## src/rtl/uart_sv_pkg.sv

```systemverilog
// Shared types and constants for the uart_sv block: FSM encodings, Rx_Error
// bit positions and the fixed self-test pattern set.
package uart_sv_pkg;

   typedef enum logic [2:0] {
      TX_IDLE,
      TX_START,
      TX_DATA,
      TX_PARITY,
      TX_STOP
   } tx_state_t;

   typedef enum logic [2:0] {
      RX_IDLE,
      RX_START,
      RX_DATA,
      RX_PARITY,
      RX_STOP,
      RX_WAIT_HIGH
   } rx_state_t;

   typedef enum logic [1:0] {
      B_IDLE,
      B_PEND,
      B_RUN
   } bist_state_t;

   localparam int unsigned ERR_PARITY = 0;
   localparam int unsigned ERR_FRAME  = 1;
   localparam int unsigned ERR_BREAK  = 2;

   localparam int unsigned BIST_COUNT = 4;
   // Element 0 is sent first; callers truncate to DATA_BITS.
   localparam logic [BIST_COUNT-1:0][8:0] BIST_PATTERNS = {9'h0FF, 9'h000, 9'h0AA, 9'h055};

endpackage

```

## src/rtl/uart_sv_fifo.sv

```systemverilog
// Synchronous transmit FIFO with show-ahead read data; pointers wrap modulo DEPTH.
module uart_sv_fifo #(
   parameter int unsigned DEPTH = 8,
   parameter int unsigned WIDTH = 8
) (
   input  logic             clk,
   input  logic             rst_n,
   input  logic             push,
   input  logic             pop,
   input  logic [WIDTH-1:0] din,
   output logic [WIDTH-1:0] dout,
   output logic             full,
   output logic             empty
);
   localparam int unsigned AW   = (DEPTH > 1) ? $clog2(DEPTH) : 1;
   localparam int unsigned CNTW = $clog2(DEPTH + 1);

   logic [WIDTH-1:0] mem_q [DEPTH];
   logic [AW-1:0]    wr_ptr_q, wr_ptr_d, rd_ptr_q, rd_ptr_d;
   logic [CNTW-1:0]  count_q, count_d;
   logic             do_push, do_pop;

   function automatic logic [AW-1:0] bump(input logic [AW-1:0] p);
      return (p == AW'(DEPTH - 1)) ? '0 : p + 1'b1;
   endfunction

   assign full    = (count_q == CNTW'(DEPTH));
   assign empty   = (count_q == '0);
   assign do_pop  = pop && !empty;
   assign do_push = push && (!full || do_pop);
   assign dout    = mem_q[rd_ptr_q];

   always_comb begin
      wr_ptr_d = do_push ? bump(wr_ptr_q) : wr_ptr_q;
      rd_ptr_d = do_pop ? bump(rd_ptr_q) : rd_ptr_q;
      count_d  = count_q + CNTW'(do_push) - CNTW'(do_pop);
   end

   always_ff @(posedge clk) begin
      if (!rst_n) begin
         wr_ptr_q <= '0;
         rd_ptr_q <= '0;
         count_q  <= '0;
      end else begin
         wr_ptr_q <= wr_ptr_d;
         rd_ptr_q <= rd_ptr_d;
         count_q  <= count_d;
      end
   end

   always_ff @(posedge clk) begin
      if (do_push) mem_q[wr_ptr_q] <= din;
   end

endmodule

```

## src/rtl/uart_sv.sv

```systemverilog
// Full-duplex UART with TX FIFO, CTS/RTS flow control and an internal
// loopback self-test that replays a fixed pattern set through TX and RX.
module uart_sv
   import uart_sv_pkg::*;
#(
   parameter int unsigned SYSCLK_RATE = 100000000,
   parameter int unsigned BAUD_RATE   = 9600,
   parameter int unsigned DATA_BITS   = 8,
   parameter int unsigned PARITY_BIT  = 1,
   parameter int unsigned STOP_BITS   = 2,
   parameter int unsigned FIFO_SIZE   = 8
) (
   input  logic                 SysClk,
   input  logic                 Rst,
   input  logic                 Rx,
   input  logic                 CTS,
   input  logic [DATA_BITS-1:0] Tx_Data,
   input  logic                 Transmit_Start,
   input  logic                 BIST_Start,
   output logic [DATA_BITS-1:0] Rx_Data,
   output logic                 Data_Rdy,
   output logic [2:0]           Rx_Error,
   output logic                 BIST_Busy,
   output logic                 BIST_Error,
   output logic                 Tx,
   output logic                 RTS
);
   localparam int unsigned DIV = SYSCLK_RATE / BAUD_RATE;
   localparam int unsigned CW  = (DIV > 1) ? $clog2(DIV) : 1;
   localparam int unsigned BW  = $clog2(DATA_BITS);
   localparam logic [CW-1:0] DIV_M1    = CW'(DIV - 1);
   localparam logic [CW-1:0] MID       = CW'(DIV / 2);
   localparam logic [BW-1:0] LAST_BIT  = BW'(DATA_BITS - 1);
   localparam logic          LAST_STOP = 1'(STOP_BITS - 1);

   tx_state_t   tx_state_q, tx_state_d;
   rx_state_t   rx_state_q, rx_state_d;
   bist_state_t bist_state_q, bist_state_d;

   logic                 ts_prev_q, bs_prev_q, rst_done_q;
   logic                 fifo_push, fifo_pop, fifo_full, fifo_empty;
   logic [DATA_BITS-1:0] fifo_dout, tx_word;
   logic [CW-1:0]        tx_cnt_q, tx_cnt_d, rx_cnt_q, rx_cnt_d;
   logic [BW-1:0]        tx_bit_q, tx_bit_d, rx_bit_q, rx_bit_d;
   logic [DATA_BITS-1:0] tx_sh_q, tx_sh_d, rx_sh_q, rx_sh_d;
   logic                 tx_stop_q, tx_stop_d, tx_par_q, tx_par_d;
   logic                 rx_par_q, rx_par_d, rx_stop_q, rx_stop_d;
   logic                 rx_s1_q, rx_s2_q, rx_in, stop_now;
   logic [DATA_BITS-1:0] rx_data_q, rx_data_d;
   logic [2:0]           rx_err_q, rx_err_d;
   logic                 rdy_q, rdy_d;
   logic [2:0]           bist_sent_q, bist_sent_d;
   logic [1:0]           bist_rcvd_q, bist_rcvd_d;
   logic                 bist_err_q, bist_err_d;
   logic                 tx_ser, tx_end, tx_ready, rx_mid, rx_end;
   logic                 bist_go, loopback, load_bist, load_fifo;

   assign fifo_push = Transmit_Start && !ts_prev_q && !fifo_full;

   uart_sv_fifo #(
      .DEPTH(FIFO_SIZE),
      .WIDTH(DATA_BITS)
   ) u_fifo (
      .clk  (SysClk),
      .rst_n(Rst),
      .push (fifo_push),
      .pop  (fifo_pop),
      .din  (Tx_Data),
      .dout (fifo_dout),
      .full (fifo_full),
      .empty(fifo_empty)
   );

   assign bist_go   = BIST_Start && !bs_prev_q && (bist_state_q == B_IDLE);
   assign loopback  = (bist_state_q == B_RUN);
   assign load_bist = loopback && (bist_sent_q < 3'(BIST_COUNT));
   // A self-test request claims TX in the same cycle, so no FIFO word slips in.
   assign load_fifo = (bist_state_q == B_IDLE) && !bist_go && !fifo_empty && CTS;
   assign tx_word   = load_bist ? BIST_PATTERNS[bist_sent_q[1:0]][DATA_BITS-1:0] : fifo_dout;
   assign tx_end    = (tx_cnt_q == DIV_M1);
   assign tx_ready  = (tx_state_q == TX_IDLE) ||
                      ((tx_state_q == TX_STOP) && tx_end && (tx_stop_q == LAST_STOP));

   always_comb begin
      tx_state_d  = tx_state_q;
      tx_cnt_d    = tx_cnt_q;
      tx_bit_d    = tx_bit_q;
      tx_stop_d   = tx_stop_q;
      tx_sh_d     = tx_sh_q;
      tx_par_d    = tx_par_q;
      fifo_pop    = 1'b0;
      bist_sent_d = loopback ? bist_sent_q : '0;
      if (tx_ready) begin
         tx_state_d = TX_IDLE;
         tx_cnt_d   = '0;
         if (load_bist || load_fifo) begin
            tx_state_d = TX_START;
            tx_sh_d    = tx_word;
            tx_par_d   = ^tx_word;
            fifo_pop   = load_fifo;
            if (load_bist) bist_sent_d = bist_sent_q + 3'd1;
         end
      end else begin
         tx_cnt_d = tx_end ? '0 : tx_cnt_q + 1'b1;
         if (tx_end) begin
            case (tx_state_q)
               TX_START: begin
                  tx_state_d = TX_DATA;
                  tx_bit_d   = '0;
               end
               TX_DATA: begin
                  if (tx_bit_q == LAST_BIT) begin
                     tx_state_d = (PARITY_BIT != 0) ? TX_PARITY : TX_STOP;
                     tx_stop_d  = 1'b0;
                  end else begin
                     tx_bit_d = tx_bit_q + 1'b1;
                     tx_sh_d  = tx_sh_q >> 1;
                  end
               end
               TX_PARITY: begin
                  tx_state_d = TX_STOP;
                  tx_stop_d  = 1'b0;
               end
               TX_STOP: tx_stop_d = 1'b1;
               default: tx_state_d = TX_IDLE;
            endcase
         end
      end
   end

   always_comb begin
      case (tx_state_q)
         TX_START:  tx_ser = 1'b0;
         TX_DATA:   tx_ser = tx_sh_q[0];
         TX_PARITY: tx_ser = tx_par_q;
         default:   tx_ser = 1'b1;
      endcase
   end

   assign rx_in    = loopback ? tx_ser : rx_s2_q;
   assign rx_mid   = (rx_cnt_q == MID);
   assign rx_end   = (rx_cnt_q == DIV_M1);
   assign stop_now = rx_mid ? rx_in : rx_stop_q;

   always_comb begin
      rx_state_d = rx_state_q;
      rx_cnt_d   = rx_cnt_q;
      rx_bit_d   = rx_bit_q;
      rx_sh_d    = rx_sh_q;
      rx_par_d   = rx_par_q;
      rx_stop_d  = rx_stop_q;
      rx_data_d  = rx_data_q;
      rx_err_d   = rx_err_q;
      rdy_d      = 1'b0;
      if (rx_state_q inside {RX_START, RX_DATA, RX_PARITY, RX_STOP})
         rx_cnt_d = rx_end ? '0 : rx_cnt_q + 1'b1;
      case (rx_state_q)
         RX_IDLE: begin
            // The detecting cycle is count 0 of the start bit; with DIV=1 it is also its sample.
            if (!rx_in) begin
               rx_state_d = (DIV == 1) ? RX_DATA : RX_START;
               rx_cnt_d   = (DIV == 1) ? '0 : CW'(1);
               rx_bit_d   = '0;
            end
         end
         RX_START: begin
            if (rx_mid && rx_in) begin
               rx_state_d = RX_IDLE;
               rx_cnt_d   = '0;
            end else if (rx_end) begin
               rx_state_d = RX_DATA;
               rx_bit_d   = '0;
            end
         end
         RX_DATA: begin
            if (rx_mid) rx_sh_d = {rx_in, rx_sh_q[DATA_BITS-1:1]};
            if (rx_end) begin
               if (rx_bit_q == LAST_BIT) rx_state_d = (PARITY_BIT != 0) ? RX_PARITY : RX_STOP;
               else rx_bit_d = rx_bit_q + 1'b1;
            end
         end
         RX_PARITY: begin
            if (rx_mid) rx_par_d = rx_in;
            if (rx_end) rx_state_d = RX_STOP;
         end
         RX_STOP: begin
            if (rx_mid) rx_stop_d = rx_in;
            if (rx_end) begin
               rdy_d                = 1'b1;
               rx_data_d            = rx_sh_q;
               rx_err_d[ERR_PARITY] = (PARITY_BIT != 0) && ((^rx_sh_q) != rx_par_q);
               rx_err_d[ERR_FRAME]  = !stop_now;
               rx_err_d[ERR_BREAK]  = (rx_sh_q == '0) && ((PARITY_BIT == 0) || !rx_par_q) && !stop_now;
               rx_state_d           = stop_now ? RX_IDLE : RX_WAIT_HIGH;
            end
         end
         RX_WAIT_HIGH: if (rx_in) rx_state_d = RX_IDLE;
         default: rx_state_d = RX_IDLE;
      endcase
   end

   always_comb begin
      bist_state_d = bist_state_q;
      bist_rcvd_d  = bist_rcvd_q;
      bist_err_d   = bist_err_q;
      case (bist_state_q)
         B_IDLE: begin
            if (bist_go) begin
               bist_err_d   = 1'b0;
               bist_rcvd_d  = '0;
               bist_state_d = (tx_state_q == TX_IDLE) ? B_RUN : B_PEND;
            end
         end
         B_PEND: if (tx_state_q == TX_IDLE) bist_state_d = B_RUN;
         B_RUN: begin
            if (rdy_q) begin
               if ((rx_data_q != BIST_PATTERNS[bist_rcvd_q][DATA_BITS-1:0]) || (rx_err_q != '0))
                  bist_err_d = 1'b1;
               if (bist_rcvd_q == 2'(BIST_COUNT - 1)) bist_state_d = B_IDLE;
               else bist_rcvd_d = bist_rcvd_q + 2'd1;
            end
         end
         default: bist_state_d = B_IDLE;
      endcase
   end

   always_ff @(posedge SysClk) begin
      if (!Rst) begin
         tx_state_q   <= TX_IDLE;
         rx_state_q   <= RX_IDLE;
         bist_state_q <= B_IDLE;
         ts_prev_q    <= 1'b0;
         bs_prev_q    <= 1'b0;
         rst_done_q   <= 1'b0;
         tx_cnt_q     <= '0;
         tx_bit_q     <= '0;
         tx_stop_q    <= 1'b0;
         tx_sh_q      <= '0;
         tx_par_q     <= 1'b0;
         rx_cnt_q     <= '0;
         rx_bit_q     <= '0;
         rx_sh_q      <= '0;
         rx_par_q     <= 1'b0;
         rx_stop_q    <= 1'b1;
         rx_s1_q      <= 1'b1;
         rx_s2_q      <= 1'b1;
         rx_data_q    <= '0;
         rx_err_q     <= '0;
         rdy_q        <= 1'b0;
         bist_sent_q  <= '0;
         bist_rcvd_q  <= '0;
         bist_err_q   <= 1'b0;
      end else begin
         tx_state_q   <= tx_state_d;
         rx_state_q   <= rx_state_d;
         bist_state_q <= bist_state_d;
         ts_prev_q    <= Transmit_Start;
         bs_prev_q    <= BIST_Start;
         rst_done_q   <= 1'b1;
         tx_cnt_q     <= tx_cnt_d;
         tx_bit_q     <= tx_bit_d;
         tx_stop_q    <= tx_stop_d;
         tx_sh_q      <= tx_sh_d;
         tx_par_q     <= tx_par_d;
         rx_cnt_q     <= rx_cnt_d;
         rx_bit_q     <= rx_bit_d;
         rx_sh_q      <= rx_sh_d;
         rx_par_q     <= rx_par_d;
         rx_stop_q    <= rx_stop_d;
         rx_s1_q      <= Rx;
         rx_s2_q      <= rx_s1_q;
         rx_data_q    <= rx_data_d;
         rx_err_q     <= rx_err_d;
         rdy_q        <= rdy_d;
         bist_sent_q  <= bist_sent_d;
         bist_rcvd_q  <= bist_rcvd_d;
         bist_err_q   <= bist_err_d;
      end
   end

   assign Rx_Data    = rx_data_q;
   assign Rx_Error   = rx_err_q;
   assign Data_Rdy   = rdy_q;
   assign BIST_Busy  = (bist_state_q != B_IDLE);
   assign BIST_Error = bist_err_q;
   assign Tx         = loopback ? 1'b1 : tx_ser;
   assign RTS        = rst_done_q && !BIST_Busy;

endmodule

```

## config.mk

```make
export PLATFORM = sky130hd
export DESIGN_NAME = uart_sv
export DESIGN_NICKNAME = d
export VERILOG_FILES = /design/src/rtl/uart_sv_pkg.sv /design/src/rtl/uart_sv_fifo.sv /design/src/rtl/uart_sv.sv
export SDC_FILE = /design/constraint.sdc
export NUM_CORES = 1
export LEC_CHECK = 0
export ABC_AREA = 1
export ABC_CLOCK_PERIOD_IN_PS = 3200
export CORE_MARGIN = 2
export CORE_UTILIZATION = 55
export CTS_BUF_LIST = sky130_fd_sc_hd__clkbuf_4 sky130_fd_sc_hd__clkbuf_8
export CTS_CLUSTER_SIZE = 24
export DETAILED_ROUTE_END_ITERATION = 10
export PLACE_DENSITY = 0.69
export SLEW_MARGIN = 10
export SYNTH_ARGS = -nofsm -noshare
export SYNTH_HDL_FRONTEND = slang
export SYNTH_SLANG_ARGS = --single-unit
```

## constraint.sdc

```tcl
create_clock -name SysClk -period 3.2 [get_ports SysClk]
set_clock_uncertainty 0.2 [all_clocks]
set_input_delay 0.96 -clock SysClk [delete_from_list [all_inputs] [get_ports SysClk]]
set_output_delay 0.96 -clock SysClk [all_outputs]
set_load 0.005 [all_outputs]
```

# After elaboration in Yosys (flattened, before gate mapping)
# Memories as Yosys holds them, arrays and structs flattened. A register that Yosys moved wholly into a read port is not among the register bits.
# Cells that the tools add are included.
[classes] addsub=10 mul=0 n_div=0 magnitude_cmp=3 eq_ne=44 shifts=0 n_mux=72 n_bitwise=2 reduce_logical=59
[op_table] op="2-to-1 mux 3 bit" n=26
[op_table] op="2-to-1 mux 8 bit" n=8
[op_table] op="2-to-1 mux 14 bit" n=4
[op_table] op="binary-select mux 9 bit (select 2 bit)" n=2
[op_table] op="!= test 2 bit, second input constant" n=16
[op_table] op="adder 14 x 1 -> 14 bit, second input constant" n=2
[op_table] op="equality test 14 bit, second input constant" n=2
[op_table] op="one-hot mux 14 bit (2 select lines)" n=1
[op_table] op="AND reduction 4 bit" n=6
[op_table] op="equality test 3 bit, second input constant" n=7
[op_table] op="one-hot mux 3 bit (6 select lines)" n=1
[op_table] op="logical AND 1 bit" n=16
[op_table] op="2-to-1 mux 2 bit" n=8
[op_table] op="XOR reduction 8 bit" n=2
[op_table] op="adder 3 x 1 -> 3 bit, second input constant" n=5
[op_table] op="equality test 14 x 13 -> 1 bit, second input constant" n=1
[op_table] op="2-to-1 mux 1 bit" n=14
[op_table] op="equality test 3 x 2 -> 1 bit, second input constant" n=4
[op_table] op="one-hot mux 3 bit (4 select lines)" n=1
[op_table] op="AND reduction 2 bit" n=5
[op_table] op="nonzero test 2 bit" n=5
[op_table] op="one-hot mux 3 bit (3 select lines)" n=1
[op_table] op="nonzero test 3 bit" n=3
[op_table] op="logical NOT 1 bit" n=8
[op_table] op="30 further kinds" n=42
[word_totals] register_bits=95 latchBits=0 ramBits=64 rom_bits=0 out_inout_bits=16 wordCells=218 memories=1
[memory_table] name="u_fifo.mem_q" depth=8 width=8 read_ports=1 rd_clocked_by_memory_dff=1 wr=1 line_no="uart_sv_fifo.sv:18" source="logic [WIDTH-1:0] mem_q [DEPTH];"

# Logic depth before layout (Yosys ltp)
# Gate-level depths: netlist (run 1).
[depth] depth_word=15 ltp_mapped=17 mapped_depth_nobuf=17

# Cells and area by module
# Synthesis (run 1) repeated with hierarchy kept, for this count alone.
[hier_totals] cells_unflattened=971 area_unflattened_um2=7990.2
[by_module_without_submodules] module="uart_sv" n_inst=1 cells_each=679 area_each_um2=4698.3 seq_area_each_um2=1701.6
[by_module_without_submodules] module="uart_sv_fifo" n_inst=1 cells_each=292 area_each_um2=3291.9 seq_area_each_um2=2182.1

# Worst setup path after synthesis (run 1)
# OpenSTA, ideal clock, no wires.
[synth_path] path_kind="reg2reg" startpoint="register tx_cnt_q[0]" endpoint="register u_fifo.count_q[2]" setup_time_ps=128 t_arrival_ps=2403 required_time_ps=2872 setup_slack_ps=469 stages_incl_launch_ff=17 path_buffers=0 synth_period_minus_slack_ps=2731 path_cell_list="dfxtp_1 -> ha_1 -> nand2_1 -> inv_1 -> nand2_1 -> nor4_2 -> nand3_1 -> nand2_2 -> nand2_1 -> inv_1 -> ha_1 -> inv_1 -> ha_1 -> inv_1 -> fa_1 -> xor2_1 -> nor2_1"
[synth_via] elab_chain_cells=10
[synth_lines] item="from (decl)" line_no="uart_sv.sv:43" source="logic [CW-1:0] tx_cnt_q, tx_cnt_d, rx_cnt_q, rx_cnt_d;"
[synth_lines] item="from (signal assigned)" line_no="uart_sv.sv:260" source="tx_cnt_q <= tx_cnt_d;"
[synth_lines] item="equality test 14 bit *" line_no="uart_sv.sv:80" source="assign tx_end = (tx_cnt_q == DIV_M1);"
[synth_lines] item="logical AND 1 bit * (2 in a row)" line_no="uart_sv.sv:82" source="((tx_state_q == TX_STOP) && tx_end && (tx_stop_q == LAST_STOP));"
[synth_lines] item="logical OR 1 bit *" line_no="uart_sv.sv:81" source="assign tx_ready = (tx_state_q == TX_IDLE) ||"
[synth_lines] item="2-to-1 mux 1 bit *" line_no="uart_sv.sv:93" source="if (tx_ready) begin"
[synth_lines] item="logical AND 1 bit *" line_no="uart_sv_fifo.sv:29" source="assign do_pop = pop && !empty;"
[synth_lines] item="logical OR 1 bit" line_no="uart_sv_fifo.sv:30" source="assign do_push = push && (!full || do_pop);"
[synth_lines] item="logical AND 1 bit" line_no="uart_sv_fifo.sv:30"
[synth_lines] item="adder 4 x 1 -> 4 bit" line_no="uart_sv_fifo.sv:36" source="count_d = count_q + CNTW'(do_push) - CNTW'(do_pop);"
[synth_lines] item="subtractor 4 x 1 -> 4 bit *" line_no="uart_sv_fifo.sv:36"
[synth_lines] item="to (signal assigned)" line_no="uart_sv_fifo.sv:47" source="count_q <= count_d;"
[synth_lines] item="to (decl)" line_no="uart_sv_fifo.sv:20" source="logic [CNTW-1:0] count_q, count_d;"
# Every way passes the cells marked *; elsewhere a longest branch is shown, timed or not.
# A chain may end at the register's enable or synchronous reset.

# Final worst setup path (run 1)
[layout_path] startpoint="register tx_state_q[1]" endpoint="output Tx"
[layout_via] elab_chain_cells=3 elab_cells_between_ends=5 cone_classes="eq/ne (3); mux (2)"
[layout_lines] item="from (decl)" line_no="uart_sv.sv:36" source="tx_state_t tx_state_q, tx_state_d;"
[layout_lines] item="from (signal assigned)" line_no="uart_sv.sv:254" source="tx_state_q <= tx_state_d;"
[layout_lines] item="equality test 3 x 2 -> 1 bit or equality test 3 x 1 -> 1 bit (tied branches)" line_no="uart_sv.sv:132" source="case (tx_state_q)"
[layout_lines] item="one-hot mux 1 bit (3 select lines) *" line_no="uart_sv.sv:132"
[layout_lines] item="2-to-1 mux 1 bit *" line_no="uart_sv.sv:286" source="assign Tx = loopback ? 1'b1 : tx_ser;"
[layout_lines] item="to (decl)" line_no="uart_sv.sv:25" source="output logic Tx,"
# Marked as above.

==> impl_metrics.py, run 1 <==
metrics = {
    "outcome": {
        "status": "completed",
    },
    "cts": {
        "cts_tree": "yes",
        "cts_sinks": 162,
        "cts_buffer_depth": 2,
        "clkLatencyLatePin_ns": 0.46,
        "htreeDepth": 4,
        "clock-root-buffer": "clkbuf_8",
        "cts.clk_slew.worst_paths_ns": 0.10,
        "numCtsBuffers": 17,
    },
    "synthesis": {
        "ys_ff_latch": 162,
        "yosys.area.top_type": "dfxtp_1",
        "synth-async-reset-ratio_pct": 0,
        "syn-num-nets": 976,
        "synth_top_cell_area_share_pct": 25.9,
        "yosys.cell_count.top_type": "nand2_1",
        "synth_sequential_area_ratio_pct": 51.3,
        "synthTopCellsByArea": "dfxtp_1 26%, edfxtp_1 25%, nand2_1 9.6%, nor2_1 6.5%, inv_1 6.1%",
        "ys_top_cells_by_count": "194 x nand2_1, 131 x nor2_1, 123 x inv_1",
        "syn_area_um2": 7570,
        "yosysUniqueCellTypes": 45,
        "ys.warnings.count": 0,
        "synth_flop_cell": "dfxtp_1",
        "synth_cells": 938,
        "synth_edf_count": 64,
        "syn_avg_cell_area_um2": 8.07,
    },
    "global_route": {
        "grt_pass1_wl_um": 26000,
        "antenna_found_initial": 0,
        "grt_overflow": 0,
        "grt_pass1_vias": 5613,
        "grt_max_degree": 47,
        "gr-usage-all-layers_pct": 22.4,
    },
    "placed_design": {
        "placed_area_um2": 8160,
        "place.gp.congestion": 0.835,
        "place_inst": 1140,
        "hpwl_um": 10600,
        "place_ws_ns": -0.0683,
        "port_buffers": 29,
    },
    "critical_path": {
        "cp.required_ns": 2.04,
        "endpoint_kind": "output pin",
        "start_kind": "flop",
        "critical_path_arrival_ns": 1.89,
        "cpMostUsedCell": "nand2_1",
        "cp_max_fo": 5,
        "critPathKind": "reg2out",
        "critPathSlowestCell": "clkdlybuf4s50_1",
        "worstPathCellList": "nand2_1, nor2_2, nand2_1, nand4_1, clkdlybuf4s50_1",
        "worst_path_largest_cell_delay_ns": 0.50,
    },
    "sta": {
        "max_freq_mhz": 328,
        "slew_headroom_pct": 66.1,
        "setup_viol": 0,
        "rsz0062_at_grt": "false",
        "period_minus_slack_ns": 3.05,
        "fin_ws_ns": 0.147,
        "slew_violations": 0,
        "hold_violations": 0,
        "min_period_over_period_pct": 95.4,
        "worst_slew_pin_slew_ns": 0.508,
    },
    "detailed_routing": {
        "vias": 6050,
        "first_pass_iters": 5,
        "drc": 0,
        "vias_per_cell": 5.15,
        "drtAntennaViolNets": 0,
        "drt_iter0_drc": 454,
        "finalWirelength_um": 15300,
        "wl_per_cell_um": 13.1,
    },
    "die": {
        "pin_count": 30,
        "core_region_area_um2": 13300,
        "die_w_um": 121,
        "start_util_pct": 56.7,
        "rows": 42,
        "dieArea_um2": 14700,
        "die_y_um": 121,
    },
    "power_and_ir_drop": {
        "ir_drop_uv": 479,
        "p_leak_uw": 0.00356,
        "power_density_nw_per_um2": 745,
    },
    "min_path": {
        "hold_class": "reg2reg",
    },
    "final_layout": {
        "post-route-util_pct": 64.3,
        "final_cells": 1175,
        "nFillCells": 1157,
        "drive_gt1_share_pct": 9.01,
        "final_area_um2": 8590,
        "nNetsFinal": 1024,
        "antennaDiodeCount": 0,
        "area_delta_synth_final_pct": 13.5,
    },
    "job": {
        "maxCapViolations": 0,
    },
}
-- cell type report --
cell class | instances | area, um^2 | area share, %
Multi-Input combinational cell | 619 | 3100 | 36.1
Clock buffer | 17 | 234 | 2.72
Inverter | 133 | 504 | 5.87
Timing Repair Buffer | 53 | 483 | 5.62
Clock inverter | 15 | 163 | 1.89
Tap cell | 176 | 220 | 2.56
Sequential cell | 162 | 3880 | 45.2
-- per-layer routing --
| layer | part of all wire [%] | vias to the layer above | track usage (%) |
|---|---|---|---|
| li1 | - | 3152 | - |
| met1 | 48 | 2758 | 30.4 |
| met2 | 46 | 119 | 35.4 |
| met3 | 4.7 | 21 | 5.17 |
| met4 | 1.3 | 0 | 7.33 |
| met5 | 0 | - | 0 |
-- repair_timing --
item / CTS / global route
hold buffers: 0 / 0
buffers inserted: 0 / 3
endpoints found under the setup margin: 0 / 2
resized for setup: 0 / 2
-- state kept, by name, summed over array words and instances, names as in the netlist, 4 cells and up, named ones only --
name	count
Rx_Data	8
rx_cnt_q	14
rx_sh_q	8
tx_cnt_q	14
tx_sh_q	8
u_fifo.count_q	4
u_fifo.mem_q	64
-- cells in the final DEF, fill, tap and decap left out, types with 5 or more instances in the layout --
cell / count
a21oi_1: 58
inv_6: 7
inv_2: 6
dfxtp_1: 98
nand4_1: 12
nor2_1: 131
xor2_1: 10
nor3_1: 13
ha_1: 23
buf_4: 23
o21ai_0: 53
nor4_1: 6
edfxtp_1: 64
nor3b_1: 5
clkbuf_8: 17
clkdlybuf4s50_1: 29
nand3_1: 58
inv_1: 123
nand2_1: 194
nand2_2: 7
or2_2: 13
-- worst max-delay path, delay by kind of cell, from the launching register on --
family,cells,cell delay [ns]
and+or+nand+nor,4,0.54
buffers and inverters,1,0.50
DFF,1,0.40
-- where the power goes --
part | internal [uW] | switching [uW]
registers | 2370 | 150
clock network | 653 | 839
logic | 854 | 1530
total | 3870 | 2520
-- worst paths after layout --
| kind | startpoint | to | slack, ns | cells past startpoint |
|---|---|---|---|---|
| setup / recovery | tx_state_q[1] | Tx | 0.15 | 5 |
| setup reg to reg | tx_cnt_q[0] | u_fifo.count_q[2] | 0.35 | 16 |
| hold / removal | rx_s1_q | rx_s2_q | 0.23 | 1 |
| hold reg to reg | rx_s1_q | rx_s2_q | 0.23 | 1 |
-- kinds of logic (layout without fill, tap and decap cells) --
| group | Yosys count | count (layout) | synth area share [%] |
|---|---|---|---|
| buffers and inverters | 157 | 218 | 7.92 |
| XOR/XNOR | 12 | 12 | 1.39 |
| AND/OR/NAND/NOR | 450 | 450 | 25.7 |
| flip-flops | 162 | 162 | 51.3 |
| AO/OA/AOI/OAI | 133 | 133 | 9.59 |
| adder cells (fa/ha/maj) | 24 | 24 | 4.07 |
-- stage by stage --
step | TNS, ns | hold slack [ns] | total power (uW)
global placement | -0.0184 | 0.214 | 4850
CTS | 0 | 0.234 | 6390
floorplan | 0 | 0.193 | 4310
global route | 0 | 0.254 | 6910
finish | 0 | 0.233 | 6390
detailed placement | -0.111 | 0.205 | 4890
(Power assumes the default switching activity.)
==> run 2, diff against run 1 <==
--- a/config.mk
+++ b/config.mk
@@ -8,11 +8,11 @@
 export ABC_AREA = 1
 export ABC_CLOCK_PERIOD_IN_PS = 3200
 export CORE_MARGIN = 2
-export CORE_UTILIZATION = 55
+export CORE_UTILIZATION = 33
 export CTS_BUF_LIST = sky130_fd_sc_hd__clkbuf_4 sky130_fd_sc_hd__clkbuf_8
 export CTS_CLUSTER_SIZE = 24
 export DETAILED_ROUTE_END_ITERATION = 10
-export PLACE_DENSITY = 0.69
+export PLACE_DENSITY = 0.44
 export SLEW_MARGIN = 10
 export SYNTH_ARGS = -nofsm -noshare
 export SYNTH_HDL_FRONTEND = slang
==> run 2 against run 1 <==
Against the previous run: count of clock-buffer cells in the layout is 1 higher; sequential share of layout area is 0.87 points lower; worst setup slack hardly changed; final cell count is 9.4% higher; non-clock buffer count is 2 higher; via count is 3.3% lower; first-iteration DRC count is 26% lower; largest cell class unchanged; largest power group unchanged.
==> impl_metrics.py, run 2 (same netlist as run 1, synthesis figures left out) <==
metrics = {
    "outcome": {
        "status": "completed",
    },
    "die": {
        "rows": 55,
        "pin_count": 30,
        "core_region_area_um2": 22600,
        "die_w_um": 155,
        "start_util_pct": 33.5,
        "dieArea_um2": 24200,
        "die_y_um": 155,
    },
    "final_layout": {
        "final_area_um2": 8760,
        "area_delta_synth_final_pct": 15.7,
        "top_regs": "u_fifo.mem_q: 64 flops, rx_cnt_q: 14 flops, tx_cnt_q: 14 flops",
        "multiInputGateArea_um2": 3120,
        "final-seq-area_um2": 3880,
        "largest_register": "u_fifo.mem_q",
        "drive_gt1_share_pct": 9.39,
        "layout_common_cells": "194 x nand2_1, 129 x nor2_1, 123 x inv_1, 98 x dfxtp_1, 64 x edfxtp_1",
        "nNetsFinal": 1026,
        "largest_reg_flops": 64,
        "nFillCells": 2352,
        "post-route-util_pct": 38.8,
        "antennaDiodeCount": 0,
        "final_common_cell": "nand2_1",
    },
    "job": {
        "maxCapViolations": 0,
    },
    "cts": {
        "htreeDepth": 4,
        "clock-root-buffer": "clkbuf_8",
        "cts.clk_slew.worst_paths_ns": 0.09,
        "cts_hold_buf": 0,
        "cts_sinks": 162,
        "clkLatencyLatePin_ns": 0.45,
        "cts_buffer_depth": 2,
        "cts_tree": "yes",
        "numCtsBuffers": 17,
    },
    "placed_design": {
        "hpwl_um": 12000,
        "port_buffers": 29,
        "placed_area_um2": 8290,
        "place_ws_ns": -0.0725,
        "place.gp.congestion": 0.725,
    },
    "detailed_routing": {
        "first_pass_iters": 7,
        "wl_per_cell_um": 13.4,
        "vias_per_cell": 4.55,
        "drtAntennaViolNets": 0,
        "drc": 0,
        "vias": 5850,
        "drt_iter0_drc": 336,
        "finalWirelength_um": 17200,
    },
    "power_and_ir_drop": {
        "p_int_uw": 3970,
        "power_density_nw_per_um2": 745,
        "ir_drop_uv": 260,
        "power_uw": 6530,
        "sw_frac_of_total_pct": 39.2,
        "combPwrFrac_pct": 37.2,
        "p_clk_share_pct": 24.3,
        "p_leak_uw": 0.00358,
        "seqPwrFrac_pct": 38.6,
        "p_switching_uw": 2560,
    },
    "sta": {
        "max_freq_mhz": 328,
        "fin_ws_ns": 0.147,
        "worst_slew_pin_slew_ns": 0.535,
        "min_period_over_period_pct": 95.4,
        "hold_ws_ns": 0.226,
        "rsz0062_at_grt": "false",
        "slew_headroom_pct": 64.0,
        "setup_viol": 0,
        "hold_violations": 0,
        "slew_violations": 0,
        "period_minus_slack_ns": 3.05,
    },
    "critical_path": {
        "critPathKind": "reg2out",
        "critical_path_arrival_ns": 1.89,
        "endpoint_kind": "output pin",
        "cp_max_fo": 5,
        "worst-r2r-setup-slack_ns": 0.31,
        "start_kind": "flop",
        "cp.required_ns": 2.04,
    },
    "global_route": {
        "grt_pass1_wl_um": 29100,
        "grt_pass1_vias": 5773,
        "grt_overflow": 0,
        "gr-usage-all-layers_pct": 15.1,
        "antenna_found_initial": 0,
        "grt_max_degree": 28,
    },
    "min_path": {
        "hold_class": "reg2reg",
    },
}
-- run 2: final timing paths --
kind | endpoint | startpoint | cells after the start
setup reg to reg | u_fifo.count_q[2] | tx_cnt_q[0] | 16
hold / removal | rx_s2_q | rx_s1_q | 1
hold reg to reg | rx_s2_q | rx_s1_q | 1
setup / recovery | Tx | tx_state_q[0] | 4
-- run 2: routing by layer --
layer  share of wire, %  up-vias  wire [um]  global-route usage [%]
met3                3.0        8        519                    3.29
met1                 51     2631       8800                    21.4
met2                 45       59       7710                    23.6
li1                   -     3152          -                       -
met4               0.87        0        150                    3.76
met5                  0        -          0                       0
-- run 2: critical path, cell delays in order (launching register included) --
cell and delay, ns:
dfxtp_1 0.48, nor2_2 0.11, nor2_1 0.21, nand4_1 0.17
clkdlybuf4s50_1 0.48
-- run 2: area by class of cell --
| type | instances | area share (%) |
|---|---|---|
| Sequential cell | 162 | 44.3 |
| Inverter | 133 | 5.76 |
| Timing Repair Buffer | 55 | 5.54 |
| Tap cell | 285 | 4.07 |
| Multi-Input combinational cell | 619 | 35.6 |
| Clock inverter | 14 | 1.87 |
| Clock buffer | 18 | 2.83 |
-- run 2: per-stage QoR --
| step | instances | TNS [ns] |
|---|---|---|
| after floorplan | 938 | 0 |
| after global placement | 1250 | -0.0458 |
| after detailed placement | 1250 | -0.0725 |
| final | 1286 | 0 |
| after CTS | 1282 | 0 |
| after global routing | 1286 | 0 |
-- run 2: repair_timing --
item                       CTS  global route
setup endpoints to repair    0             4
resized for setup            0             6
setup buffers                0             4
-- run 2: power by group through the flow --
stage                     clock, uW  combinational [uW]  sequential [uW]
after floorplan                   0                1790             2520
after detailed placement          0                2410             2560
after CTS                      1650                2420             2510
after global placement            0                2410             2560
after global routing           1740                2840             2550
final                          1580                2430             2520
==> run 3, diff against run 2 <==
--- a/config.mk
+++ b/config.mk
@@ -12,7 +12,6 @@
 export CTS_BUF_LIST = sky130_fd_sc_hd__clkbuf_4 sky130_fd_sc_hd__clkbuf_8
 export CTS_CLUSTER_SIZE = 24
 export DETAILED_ROUTE_END_ITERATION = 10
-export PLACE_DENSITY = 0.44
 export SLEW_MARGIN = 10
 export SYNTH_ARGS = -nofsm -noshare
 export SYNTH_HDL_FRONTEND = slang
==> run 3 against run 2 <==
Against the previous run: via count grew 0.65%; cell area shrank 0.36%; critical path depth increased by 2; count of clock-buffer cells in the layout fell by 1; power down 1.6%; critical path type unchanged; critical endpoint unchanged.
==> impl_metrics.py, run 3 (same netlist as run 1, synthesis figures left out) <==
metrics = {
    "die": {
        "core_region_area_um2": 22600,
        "start_util_pct": 33.5,
        "dieArea_um2": 24200,
        "die_y_um": 155,
        "die_w_um": 155,
        "rows": 55,
        "pin_count": 30,
    },
    "critical_path": {
        "cp_max_fo": 5,
        "start_kind": "flop",
        "timing.rr.start": "tx_cnt_q[0]",
        "worst-r2r-setup-slack_ns": 0.31,
        "endpoint_kind": "output pin",
        "critical_path_arrival_ns": 1.88,
        "cp.required_ns": 2.04,
        "critPathKind": "reg2out",
        "ff2ff_path_depth": 16,
        "rr_endpoint": "u_fifo.count_q[2]",
    },
    "detailed_routing": {
        "finalWirelength_um": 15500,
        "first_pass_iters": 4,
        "drt_iter0_drc": 383,
        "drc": 0,
        "drtAntennaViolNets": 0,
        "vias": 5888,
        "vias_per_cell": 4.57,
        "wl_per_cell_um": 12.1,
    },
    "final_layout": {
        "top_regs": "u_fifo.mem_q: 64 flops, rx_cnt_q: 14 flops, tx_cnt_q: 14 flops",
        "drive_gt1_share_pct": 9.18,
        "area_delta_synth_final_pct": 15.3,
        "final-seq-area_um2": 3880,
        "antennaDiodeCount": 0,
        "nFillCells": 2274,
        "final_common_cell": "nand2_1",
        "largest_reg_flops": 64,
        "nNetsFinal": 1027,
        "multiInputGateArea_um2": 3090,
        "largest_register": "u_fifo.mem_q",
        "layout_common_cells": "194 x nand2_1, 131 x nor2_1, 123 x inv_1, 98 x dfxtp_1, 64 x edfxtp_1",
        "final_area_um2": 8730,
    },
    "global_route": {
        "met1_usage_pct": 17.5,
        "gr-usage-all-layers_pct": 13.4,
        "antenna_found_initial": 0,
        "grt_max_degree": 25,
        "grt_pass1_wl_um": 26000,
        "globalRouteMet2Util_pct": 22.1,
        "grt_overflow": 0,
        "grt_most_used_layer": "met2",
        "grt_pass1_vias": 5442,
        "grt_util_met3_pct": 3.04,
    },
    "power_and_ir_drop": {
        "p_int_uw": 3940,
        "seqPwrFrac_pct": 39.3,
        "p_switching_uw": 2480,
        "p_clk_share_pct": 23.8,
        "power_density_nw_per_um2": 736,
        "p_leak_uw": 0.00355,
        "sw_frac_of_total_pct": 38.7,
        "combPwrFrac_pct": 36.9,
        "ir_drop_uv": 319,
    },
    "placed_design": {
        "port_buffers": 29,
        "place.gp.congestion": 0.765,
        "hpwl_um": 10900,
        "place_ws_ns": -0.109,
        "placed_area_um2": 8310,
    },
    "cts": {
        "cts_tree": "yes",
        "cts_sinks": 162,
        "clkLatencyLatePin_ns": 0.46,
        "numCtsBuffers": 17,
        "htreeDepth": 4,
        "cts_hold_buf": 0,
        "cts-resized-gates": 0,
        "cts_buffer_depth": 2,
        "clock-root-buffer": "clkbuf_8",
        "cts.clk_slew.worst_paths_ns": 0.08,
    },
    "min_path": {
        "holdPathStages": 1,
        "hp-start": "rx_s1_q",
        "min_to": "rx_s2_q",
        "hold_class": "reg2reg",
    },
    "sta": {
        "fin_ws_ns": 0.162,
        "hold_violations": 0,
        "period_minus_slack_ns": 3.04,
        "slew_violations": 0,
        "slew_headroom_pct": 44.3,
        "min_period_over_period_pct": 94.9,
        "max_freq_mhz": 329,
        "worst_slew_pin_slew_ns": 0.832,
        "setup_viol": 0,
        "rsz0062_at_grt": "false",
    },
    "outcome": {
        "status": "completed",
    },
    "job": {
        "maxCapViolations": 0,
    },
}
[run 3: cell type report]
class / instances / area share [%]
Clock inverter: 15 / 1.92
Inverter: 133 / 5.78
Clock buffer: 17 / 2.68
Tap cell: 285 / 4.09
Multi-Input combinational cell: 619 / 35.4
Timing Repair Buffer: 56 / 5.65
Sequential cell: 162 / 44.5
[run 3: worst max-delay path: stages (launching register included)]
cell             delay (ns)
dfxtp_1                0.36
inv_1                  0.06
nand2_1                0.09
nor2_2                 0.18
nand2_1                0.11
nand4_1                0.12
clkdlybuf4s50_1        0.51
[run 3: stage by stage]
stage | instances | hold WS (ns) | setup TNS [ns] | utilization (%) | power [uW]
after detailed placement | 1253 | 0.205 | -0.186 | 36.8 | 4930
after floorplan | 938 | 0.193 | 0 | - | 4310
after global placement | 1253 | 0.202 | -0.0734 | 36.8 | 4900
after global routing | 1287 | 0.260 | 0 | 38.7 | 6990
final | 1287 | 0.223 | 0 | 38.7 | 6420
after CTS | 1285 | 0.225 | 0 | 38.6 | 6470
[run 3: what timing repair did]
item	in CTS	in global routing
endpoints found under the setup margin	0	1
endpoints found under the hold margin	0	0
setup buffers	0	2
[run 3: power by group through the flow]
stage	clock [uW]	combinational (uW)	sequential, uW
global route	1660	2770	2550
floorplan	0	1790	2520
CTS	1570	2370	2520
global placement	0	2330	2570
finish	1530	2370	2520
detailed placement	0	2360	2570
[run 3: how the worst max path moves through the flow]
stage / startpoint / to / slack, ns / cells past startpoint
6_report: tx_state_q[2] / Tx / 0.16 / 6
5_1_grt: tx_cnt_q[0] / u_fifo.count_q[3] / 0.006 / 17
4_1_cts: bist_state_q[1] / Tx / 0.06 / 5
3_5_place_dp: BIST_Start / u_fifo.count_q[2] / -0.11 / 13
3_3_place_gp: BIST_Start / u_fifo.count_q[2] / -0.06 / 13
2_1_floorplan: tx_cnt_q[0] / u_fifo.count_q[2] / 0.47 / 16
[run 3: layer usage]
| layer | share of wire, % | wire length, um | vias to the layer above |
|---|---|---|---|
| met2 | 47 | 7380 | 74 |
| met1 | 49 | 7550 | 2653 |
| li1 | - | - | 3147 |
| met4 | 1.1 | 165 | 0 |
| met5 | 0 | 0 | - |
| met3 | 3.0 | 459 | 14 |
